### src/rtl/mips_pkg.sv
// Shared MIPS instruction-word definitions for the encoder and the control decoder.
package mips_pkg;

    // Symbolic operation codes carried on the encoder input stream.
    typedef enum logic [3:0] {
        OP_NOP  = 4'd0,
        OP_ADD  = 4'd1,
        OP_SUB  = 4'd2,
        OP_AND  = 4'd3,
        OP_OR   = 4'd4,
        OP_XOR  = 4'd5,
        OP_LW   = 4'd6,
        OP_SW   = 4'd7,
        OP_ADDI = 4'd8,
        OP_BEQ  = 4'd9
    } op_e;

    // Primary opcodes (instruction bits [31:26]).
    localparam logic [5:0] OPC_RTYPE = 6'b000000;
    localparam logic [5:0] OPC_LW    = 6'b100011;
    localparam logic [5:0] OPC_SW    = 6'b101011;
    localparam logic [5:0] OPC_ADDI  = 6'b001000;
    localparam logic [5:0] OPC_BEQ   = 6'b000100;

    // R-type function codes (instruction bits [5:0]).
    localparam logic [5:0] FUNCT_ADD = 6'b100000;
    localparam logic [5:0] FUNCT_SUB = 6'b100010;
    localparam logic [5:0] FUNCT_AND = 6'b100100;
    localparam logic [5:0] FUNCT_OR  = 6'b100101;
    localparam logic [5:0] FUNCT_XOR = 6'b100110;

    // Canonical no-op word; also written in place of illegal ops.
    localparam logic [31:0] NOP_WORD = '0;

    // Load-session controller states.
    typedef enum logic [2:0] {
        ST_IDLE,
        ST_LOAD,
        ST_FLUSH,
        ST_DRAIN,
        ST_DONE
    } enc_state_e;

    // Pack an R-type word: {opcode, rs, rt, rd, shamt, funct}.
    function automatic logic [31:0] rtype_word(
        input logic [4:0] rs,
        input logic [4:0] rt,
        input logic [4:0] rd,
        input logic [5:0] funct
    );
        return {OPC_RTYPE, rs, rt, rd, 5'b00000, funct};
    endfunction

    // Pack an I-type word: {opcode, rs, rt, imm}.
    function automatic logic [31:0] itype_word(
        input logic [5:0]  opc,
        input logic [4:0]  rs,
        input logic [4:0]  rt,
        input logic [15:0] imm
    );
        return {opc, rs, rt, imm};
    endfunction

endpackage

### src/rtl/inst_field_encode.sv
// Combinational packer: symbolic op plus register fields into one 32-bit MIPS word.
module inst_field_encode (
    input  logic [3:0]  op,
    input  logic [4:0]  rs,
    input  logic [4:0]  rt,
    input  logic [4:0]  rd,
    input  logic [15:0] imm,
    output logic [31:0] word,
    output logic        illegal
);
    import mips_pkg::*;

    // Select the encoding format by op; unknown ops yield NOP_WORD and flag illegal.
    always_comb begin
        word    = NOP_WORD;
        illegal = 1'b0;
        case (op)
            OP_NOP:  word = NOP_WORD;
            OP_ADD:  word = rtype_word(rs, rt, rd, FUNCT_ADD);
            OP_SUB:  word = rtype_word(rs, rt, rd, FUNCT_SUB);
            OP_AND:  word = rtype_word(rs, rt, rd, FUNCT_AND);
            OP_OR:   word = rtype_word(rs, rt, rd, FUNCT_OR);
            OP_XOR:  word = rtype_word(rs, rt, rd, FUNCT_XOR);
            OP_LW:   word = itype_word(OPC_LW, rs, rt, imm);
            OP_SW:   word = itype_word(OPC_SW, rs, rt, imm);
            OP_ADDI: word = itype_word(OPC_ADDI, rs, rt, imm);
            OP_BEQ:  word = itype_word(OPC_BEQ, rs, rt, imm);
            default: begin
                word    = NOP_WORD;
                illegal = 1'b1;
            end
        endcase
    end

endmodule

### src/rtl/inst_encoder.sv
// Instruction-memory loader: accepts symbolic instructions on a valid/ready
// stream, encodes them and writes them to consecutive word addresses.
// MAX_WORDS must not exceed 2**ADDR_W so the address counter never wraps.
module inst_encoder #(
    parameter int ADDR_W    = 8,
    parameter int MAX_WORDS = 256
) (
    input  logic              clk,
    input  logic              rst,
    input  logic              start,
    input  logic              in_valid,
    output logic              in_ready,
    input  logic [3:0]        in_op,
    input  logic [4:0]        in_rs,
    input  logic [4:0]        in_rt,
    input  logic [4:0]        in_rd,
    input  logic [15:0]       in_imm,
    input  logic              in_last,
    output logic              imem_we,
    output logic [ADDR_W-1:0] imem_addr,
    output logic [31:0]       imem_wdata,
    output logic              done,
    output logic              err,
    output logic [ADDR_W:0]   prog_len
);
    import mips_pkg::*;

    localparam logic [ADDR_W:0] CNT_ONE = (ADDR_W + 1)'(1);
    localparam logic [ADDR_W:0] CNT_MAX = (ADDR_W + 1)'(MAX_WORDS);

    enc_state_e        state_q, state_d;
    logic [ADDR_W:0]   cnt_q, cnt_d;
    logic [ADDR_W-1:0] addr_q, addr_d;
    logic [31:0]       wdata_q, wdata_d;
    logic              we_q, we_d;
    logic              err_q, err_d;

    logic [31:0]       enc_word;
    logic              enc_illegal;
    logic              accept;
    logic [ADDR_W:0]   cnt_inc;
    logic              final_acc;

    inst_field_encode u_enc (
        .op      (in_op),
        .rs      (in_rs),
        .rt      (in_rt),
        .rd      (in_rd),
        .imm     (in_imm),
        .word    (enc_word),
        .illegal (enc_illegal)
    );

    assign in_ready   = (state_q == ST_LOAD);
    assign accept     = in_valid & in_ready;
    assign cnt_inc    = cnt_q + CNT_ONE;
    assign final_acc  = in_last | (cnt_inc == CNT_MAX);

    assign imem_we    = we_q;
    assign imem_addr  = addr_q;
    assign imem_wdata = wdata_q;
    assign err        = err_q;
    assign prog_len   = cnt_q;
    assign done       = (state_q == ST_DONE);

    // Next-state, write-register capture and session bookkeeping.
    // After the final accept the FSM spends the write cycle in FLUSH and one
    // settle cycle in DRAIN, so done rises two cycles after the last write.
    always_comb begin
        state_d = state_q;
        cnt_d   = cnt_q;
        addr_d  = addr_q;
        wdata_d = wdata_q;
        we_d    = 1'b0;
        err_d   = err_q;
        case (state_q)
            ST_IDLE, ST_DONE: begin
                if (start) begin
                    state_d = ST_LOAD;
                    cnt_d   = '0;
                    addr_d  = '0;
                    err_d   = 1'b0;
                end
            end
            ST_LOAD: begin
                if (accept) begin
                    we_d    = 1'b1;
                    addr_d  = cnt_q[ADDR_W-1:0];
                    wdata_d = enc_word;
                    cnt_d   = cnt_inc;
                    err_d   = err_q | enc_illegal;
                    if (final_acc) begin
                        state_d = ST_FLUSH;
                    end
                end
            end
            ST_FLUSH: state_d = ST_DRAIN;
            ST_DRAIN: state_d = ST_DONE;
            default:  state_d = ST_IDLE;
        endcase
    end

    // State and output registers with synchronous reset.
    always_ff @(posedge clk) begin
        if (rst) begin
            state_q <= ST_IDLE;
            cnt_q   <= '0;
            addr_q  <= '0;
            wdata_q <= '0;
            we_q    <= 1'b0;
            err_q   <= 1'b0;
        end else begin
            state_q <= state_d;
            cnt_q   <= cnt_d;
            addr_q  <= addr_d;
            wdata_q <= wdata_d;
            we_q    <= we_d;
            err_q   <= err_d;
        end
    end

endmodule

### config.mk
export PLATFORM = sky130hd
export DESIGN_NAME = inst_encoder
export DESIGN_NICKNAME = d
export VERILOG_FILES = /design/src/rtl/mips_pkg.sv /design/src/rtl/inst_field_encode.sv /design/src/rtl/inst_encoder.sv
export SDC_FILE = /design/constraint.sdc
export NUM_CORES = 1
export LEC_CHECK = 0
export BUFFER_PORTS_ARGS = -buffer_cell sky130_fd_sc_hd__buf_4
export CAP_MARGIN = 20
export CORE_ASPECT_RATIO = 1.1
export CORE_MARGIN = 1.5
export CORE_UTILIZATION = 37
export CTS_CLUSTER_DIAMETER = 50
export DETAILED_ROUTE_END_ITERATION = 10
export GPL_ROUTABILITY_DRIVEN = 1
export PLACE_DENSITY = 0.66
export RECOVER_POWER = 25
export SETUP_SLACK_MARGIN = 0.4
export SLEW_MARGIN = 0
export SYNTH_ARGS = -nofsm -noshare
export SYNTH_HDL_FRONTEND = slang
export SYNTH_HIERARCHICAL = 1
export SYNTH_SLANG_ARGS = --single-unit
### constraint.sdc
create_clock -name clk -period 2.3 [get_ports clk]
set_input_delay 0.115 -clock clk [delete_from_list [all_inputs] [get_ports clk]]
set_output_delay 0.115 -clock clk [all_outputs]
set_load 0.005 [all_outputs]
* Word level (Yosys, flattened, before mapping)
Cells that the tools add are included.
** Word-level totals
- Register bits after elaboration :: 54
- Input bits :: 40
- Output and inout bits :: 53
** Cells by class
- Add/sub/neg operators :: 1
- Equal/unequal tests :: 17
- Muxes and demuxes :: 16
- Bitwise gates (word level) :: 4
- Reduce and logical (&&, ||, !) cells :: 9
** Operators with widths (count)
- $pmux W32 S9 :: 1
- $mux W9 :: 2
- $pmux W9 S2 :: 1
- $eq A4 B3 Y1 const B :: 4
- $mux W8 :: 2
- $pmux W8 S2 :: 1
- $pmux W3 S4 :: 1
- $reduce_or A10 Y1 :: 1
- $add A9 B1 Y9 const B :: 1
- $eq A9 B9 Y1 const B :: 1
- $mux W3 :: 3
- $eq A4 B2 Y1 const B :: 2
- $eq A4 B4 Y1 const B :: 2
- $eq A3 B2 Y1 const B :: 2
- $reduce_and A3 Y1 :: 2
- $eq A4 B1 Y1 const B :: 1
- $logic_not A4 Y1 :: 1
- $mux W1 :: 4
- $ne A2 B1 Y1 const B :: 2
- $reduce_or A2 Y1 :: 2
- $eq A3 B1 Y1 const B :: 1
- $eq A3 B3 Y1 const B :: 1
- $logic_not A3 Y1 :: 1
- $ne A2 B2 Y1 const B :: 1
- 6 further kinds :: 7

* Depth between registers and ports, before layout
- Depth after elaboration :: 6
- Mapped depth :: 7

* Modules after synthesis
Netlist, hierarchy kept.
** By module, submodules not included
- inst_encoder :: times used 1, cells each 281, area an instance 2252.2 µm², seq. area each 1081.0 µm²
- inst_field_encode :: times used 1, cells each 71, area an instance 510.5 µm², seq. area each 0.0 µm²

* Worst setup path before layout
No wires, ideal clock.
- Path type :: reg2reg
- From :: register cnt_q[0] (netlist: prog_len[0])
- To :: register state_q[0]
- Setup time :: 130 ps
- Arrival time :: 1547 ps
- Data required time :: 2170 ps
- Slack :: 623 ps
- Stages on the path, launching flop included :: 7
- Path buffers :: 1
- Period minus slack after synthesis :: 1677 ps
- Path through :: dfxtp_1 > ha_1 > clkbuf_1 > nand3_1 > or3_1 > a22oi_2 > a311oi_1
** On the way
- Longest elaborated chain between the ends :: 5
** Ends and longest elaborated chain
- from (decl) :: line inst_encoder.sv:32 : logic [ADDR_W:0] cnt_q, cnt_d;
- from (signal assigned) :: line inst_encoder.sv:114 : cnt_q <= cnt_d;
- $add A9 B1 Y9 :: line inst_encoder.sv:56 : assign cnt_inc = cnt_q + CNT_ONE;
- $eq A9 B9 Y1 :: line inst_encoder.sv:57 : assign final_acc = in_last | (cnt_inc == CNT_MAX);
- $or A1 B1 Y1 :: line inst_encoder.sv:57
- $ne A2 B1 Y1 (no source line)
- $reduce_and A3 Y1 (no source line)
- to (signal assigned) :: line inst_encoder.sv:113 : state_q <= state_d;
- to (decl) :: line inst_encoder.sv:31 : enc_state_e state_q, state_d;
Every way passes these cells.
A chain may end at the register's enable or synchronous reset.

* Worst setup path after layout
- From :: register cnt_q[1] (netlist: prog_len[1])
- To :: register state_q[0]
Same word-level chain as after synthesis.

==> flow_summary.yaml <==
outcome:
  status: "finished, violations left"
  violations: "DRC"
min_path:
  startpoint_of_the_lowest_slack_hold_path: "start"
  min-delay-path-class: "primary input to register"
  hold_end: "state_q[2]"
  hold_path_depth: 3
sta:
  timing.final.crit_share_pct: 76.52
  clock_skew_ps: 10.68
  worst_slew_margin_rel_pct: 57.45
  final-setup-viol-count: 0
  finalCriticalPeriod_ps: 1760
  achievable-frequency_mhz: 568.2
  grt_setup_unrepaired: "no"
  hold_slack_ps: 72.59
  worstMarginPinSlew_ps: 638.3
  final_hold_viol_count: 0
  final-max-slew-violation-count: 0
  setup_tns_ps: 0
worst_setup_path:
  worst-r2r-setup-slack_ps: 540
  critPathBufInv: 0
  critical_path_arrival_ps: 1940
  critical_path_depth: 5
  cp_slowest_cell: "sky130_fd_sc_hd__dfxtp_1"
  timing.critical_path.cells: "ha_2 > nand3_1 > or3_1 > a22oi_2 > a311oi_1"
  critical_path_peak_fanout: 7
  cp-startpoint: "prog_len[1]"
  worst-setup-path-type: "register to register"
  cpLargestDelayFamily: "simple AND/OR/NAND/NOR gates"
  rr_worst_depth: 5
  critical_path_required_ps: 2480
  timing.critical_path.from_type: "register"
  worstReg2RegStart: "prog_len[1]"
  worst_path_largest_cell_delay_ps: 470
  r2r-end: "state_q[0]"
  cp-end-kind: "register"
synthesis:
  synth-seq-area-share_pct: 39.13
  synthCells: 352
  synthTopCellsByArea: "sky130_fd_sc_hd__dfxtp_1 (39%), sky130_fd_sc_hd__a21oi_1 (10%), sky130_fd_sc_hd__nand2_1 (9.6%), sky130_fd_sc_hd__and2_1 (4.1%), sky130_fd_sc_hd__buf_4 (2.2%)"
  synth-edff-count: 0
  yosysTopAreaCell: "sky130_fd_sc_hd__dfxtp_1"
  synth_seq_cells: 54
  yosysTopAreaCellShare_pct: 39.13
  syn_nets: 394
  synth_cell_types: 59
  syn-mean-instance-area_um2: 7.848
  yosys_warnings: 6
  ys_async_sr_fraction_pct: 0
  synth_flop_cell: "sky130_fd_sc_hd__dfxtp_1"
  cell_area_after_technology_mapping_um2: 2763
pwr:
  power.ir.vdd_worst_mv: 0.2815
  power_dens_cells_nw_per_um2: 538.0
  power.share.switching_pct: 29.06
  p_seq_share_pct: 52.2
  power.share.clock_pct: 30.5
  pleak_nw: 1.385
  net_load_switching_power_mw: 0.5466
  cellInternalPower_mw: 1.334
  share_comb_of_total_power_pct: 17.3
place:
  numPlacedInstances: 499
  post_dp_cell_area_um2: 3398
  count_of_input_and_output_buffers: 92
  gp_routability_congestion: 0.8130
  detailed_placement_wirelength_estimate_mm: 4.889
job:
  maxCapViolCount: 0
clock_tree:
  tritoncts.num_buffers: 5
  htree_num_levels: 2
  clk_transition_reported_paths_ps: 100
  cts.repair.resized: 0
  cts_sinks: 54
  worst_skew_pair.late_latency_ps: 320
  cts_tree: "yes"
  clock_root_buffer: "sky130_fd_sc_hd__clkbuf_8"
  cts_post_setup_buffers_inserted: 0
  cts.hold.buffers_added: 0
  cts-root-to-sink-buffers: 2
global_route:
  grt_first_pass_wirelength_mm: 11.86
  grt_antenna_before_repair: 0
  grt_remaining_overflow: 0
  maximum_number_of_pins_on_one_net_before_global_route_repair: 55
  first_global_vias: 2502
  grt_util_all_layers_pct: 18.14
cells_and_area:
  final_cell_mix: "sky130_fd_sc_hd__nand2_1 (71), sky130_fd_sc_hd__buf_4 (68), sky130_fd_sc_hd__a21oi_1 (56)"
  nFillCells: 733
  mostFrequentLayoutCell: "sky130_fd_sc_hd__nand2_1"
  finalInstanceArea_um2: 3496
  nets: 463
  drive_above_1_share_pct: 27.49
  antennaDiodeCount: 0
  area_taken_by_multi_input_logic_gates_um2: 1483
  ff_latch_area_um2: 1085
  area_growth_pct: 26.54
  stdcell_count: 507
route:
  via_per_inst: 5.203
  drtPass1Iterations: 7
  via_count: 2638
  drcViolationCount: 5
  first_iter_violations: 159
  antenna_violating_nets_post_route: 0
  route.detailed.wl_per_inst_um: 14.00
  wl_mm: 7.100
die:
  coreArea_um2: 7127
  fp.dieW_um: 85.39
  site_rows: 32
  design.die.area_um2: 7995
  boundaryPins: 93
  dieHeight_um: 93.63
  initial_core_util_pct: 38.76
power by group through the flow:
stage	clock network [mW]	logic, mW	registers [mW]
floorplan	0	0.208	0.995
global placement	0	0.323	1.00
detailed placement	0	0.326	1.00
CTS	0.590	0.328	0.981
global route	0.644	0.362	0.987
finish	0.573	0.326	0.982
through the flow:
step           worst slack, ps  utilization, %  total power [mW]
4_1_cts                  442.9           49.05             1.899
5_1_grt                  413.8           49.05             1.992
3_5_place_dp             477.7           47.68             1.329
2_1_floorplan            622.6               -             1.203
6_report                 540.0           49.05             1.881
3_3_place_gp             486.5           47.68             1.324
worst max path at each step:
stage | end | slack [ps]
final | state_q[0] | 540
after detailed placement | imem_wdata[27] | 480
after floorplan | state_q[0] | 620
after CTS | imem_wdata[27] | 440
after global placement | state_q[0] | 490
after global routing | state_q[0] | 410
logic make-up (layout without fill, tap and decap cells):
| family | after synthesis | in the layout | share of synthesized area, % |
|---|---|---|---|
| mux | 5 | 5 | 1.812 |
| compound gates | 94 | 94 | 20.79 |
| simple gates | 156 | 156 | 29.08 |
| flops | 54 | 54 | 39.13 |
| xor+xnor | 2 | 2 | 0.6342 |
| other cells | 1 | 1 | 0.1357 |
| fa+ha+maj | 2 | 2 | 0.9057 |
| buf+inv | 38 | 108 | 7.518 |
flip-flops by register name (all words and copies together) (netlist names):
register / cells
imem_addr: 8
err: 1
imem_wdata: 32
prog_len: 9
state_q: 3
imem_we: 1
metal layers:
layer	part of all wire, %	vias up	global-route usage [%]
met3	3.5	10	2.648
met4	2.1	0	7.124
met2	47	54	29.83
li1	-	1351	-
met1	47	1223	23.95
met5	0	-	0
worst register-to-register path: stages (launching register included):
cell and delay (ps):
sky130_fd_sc_hd__dfxtp_1 470, sky130_fd_sc_hd__ha_2 300, sky130_fd_sc_hd__nand3_1 140, sky130_fd_sc_hd__or3_1 380, sky130_fd_sc_hd__a22oi_2 200, sky130_fd_sc_hd__a311oi_1 130
layout make-up:
type,instances,share of cell area [%]
multi-input combinational,260,42.41
clock buffer,5,1.969
clock inverter,3,0.8232
inverter,5,0.5369
sequential,54,31.03
tap,85,3.042
timing repair buffer,95,20.19
cells in the mapped netlist (2+ instances only):
cell,count
sky130_fd_sc_hd__and2_1,18
sky130_fd_sc_hd__and3_1,2
sky130_fd_sc_hd__nand3_1,11
sky130_fd_sc_hd__and4_1,2
sky130_fd_sc_hd__buf_6,3
sky130_fd_sc_hd__a221o_1,5
sky130_fd_sc_hd__nand3b_1,4
sky130_fd_sc_hd__a31oi_1,2
sky130_fd_sc_hd__nand2b_1,6
sky130_fd_sc_hd__buf_4,8
sky130_fd_sc_hd__clkbuf_1,12
sky130_fd_sc_hd__a21oi_1,56
sky130_fd_sc_hd__inv_1,5
sky130_fd_sc_hd__nor2_1,15
sky130_fd_sc_hd__xnor2_1,2
sky130_fd_sc_hd__dfxtp_1,54
sky130_fd_sc_hd__buf_2,10
sky130_fd_sc_hd__nor3b_1,2
sky130_fd_sc_hd__a21o_1,2
sky130_fd_sc_hd__nor3_1,3
sky130_fd_sc_hd__a211oi_1,4
sky130_fd_sc_hd__nor2b_1,3
sky130_fd_sc_hd__o21ai_0,6
sky130_fd_sc_hd__nand2_1,71
sky130_fd_sc_hd__mux2i_1,5
sky130_fd_sc_hd__a22oi_1,4
sky130_fd_sc_hd__ha_1,2
sky130_fd_sc_hd__a221oi_1,2
sky130_fd_sc_hd__or3_1,3
No activity file was read; power rests on OpenSTA's default activity.
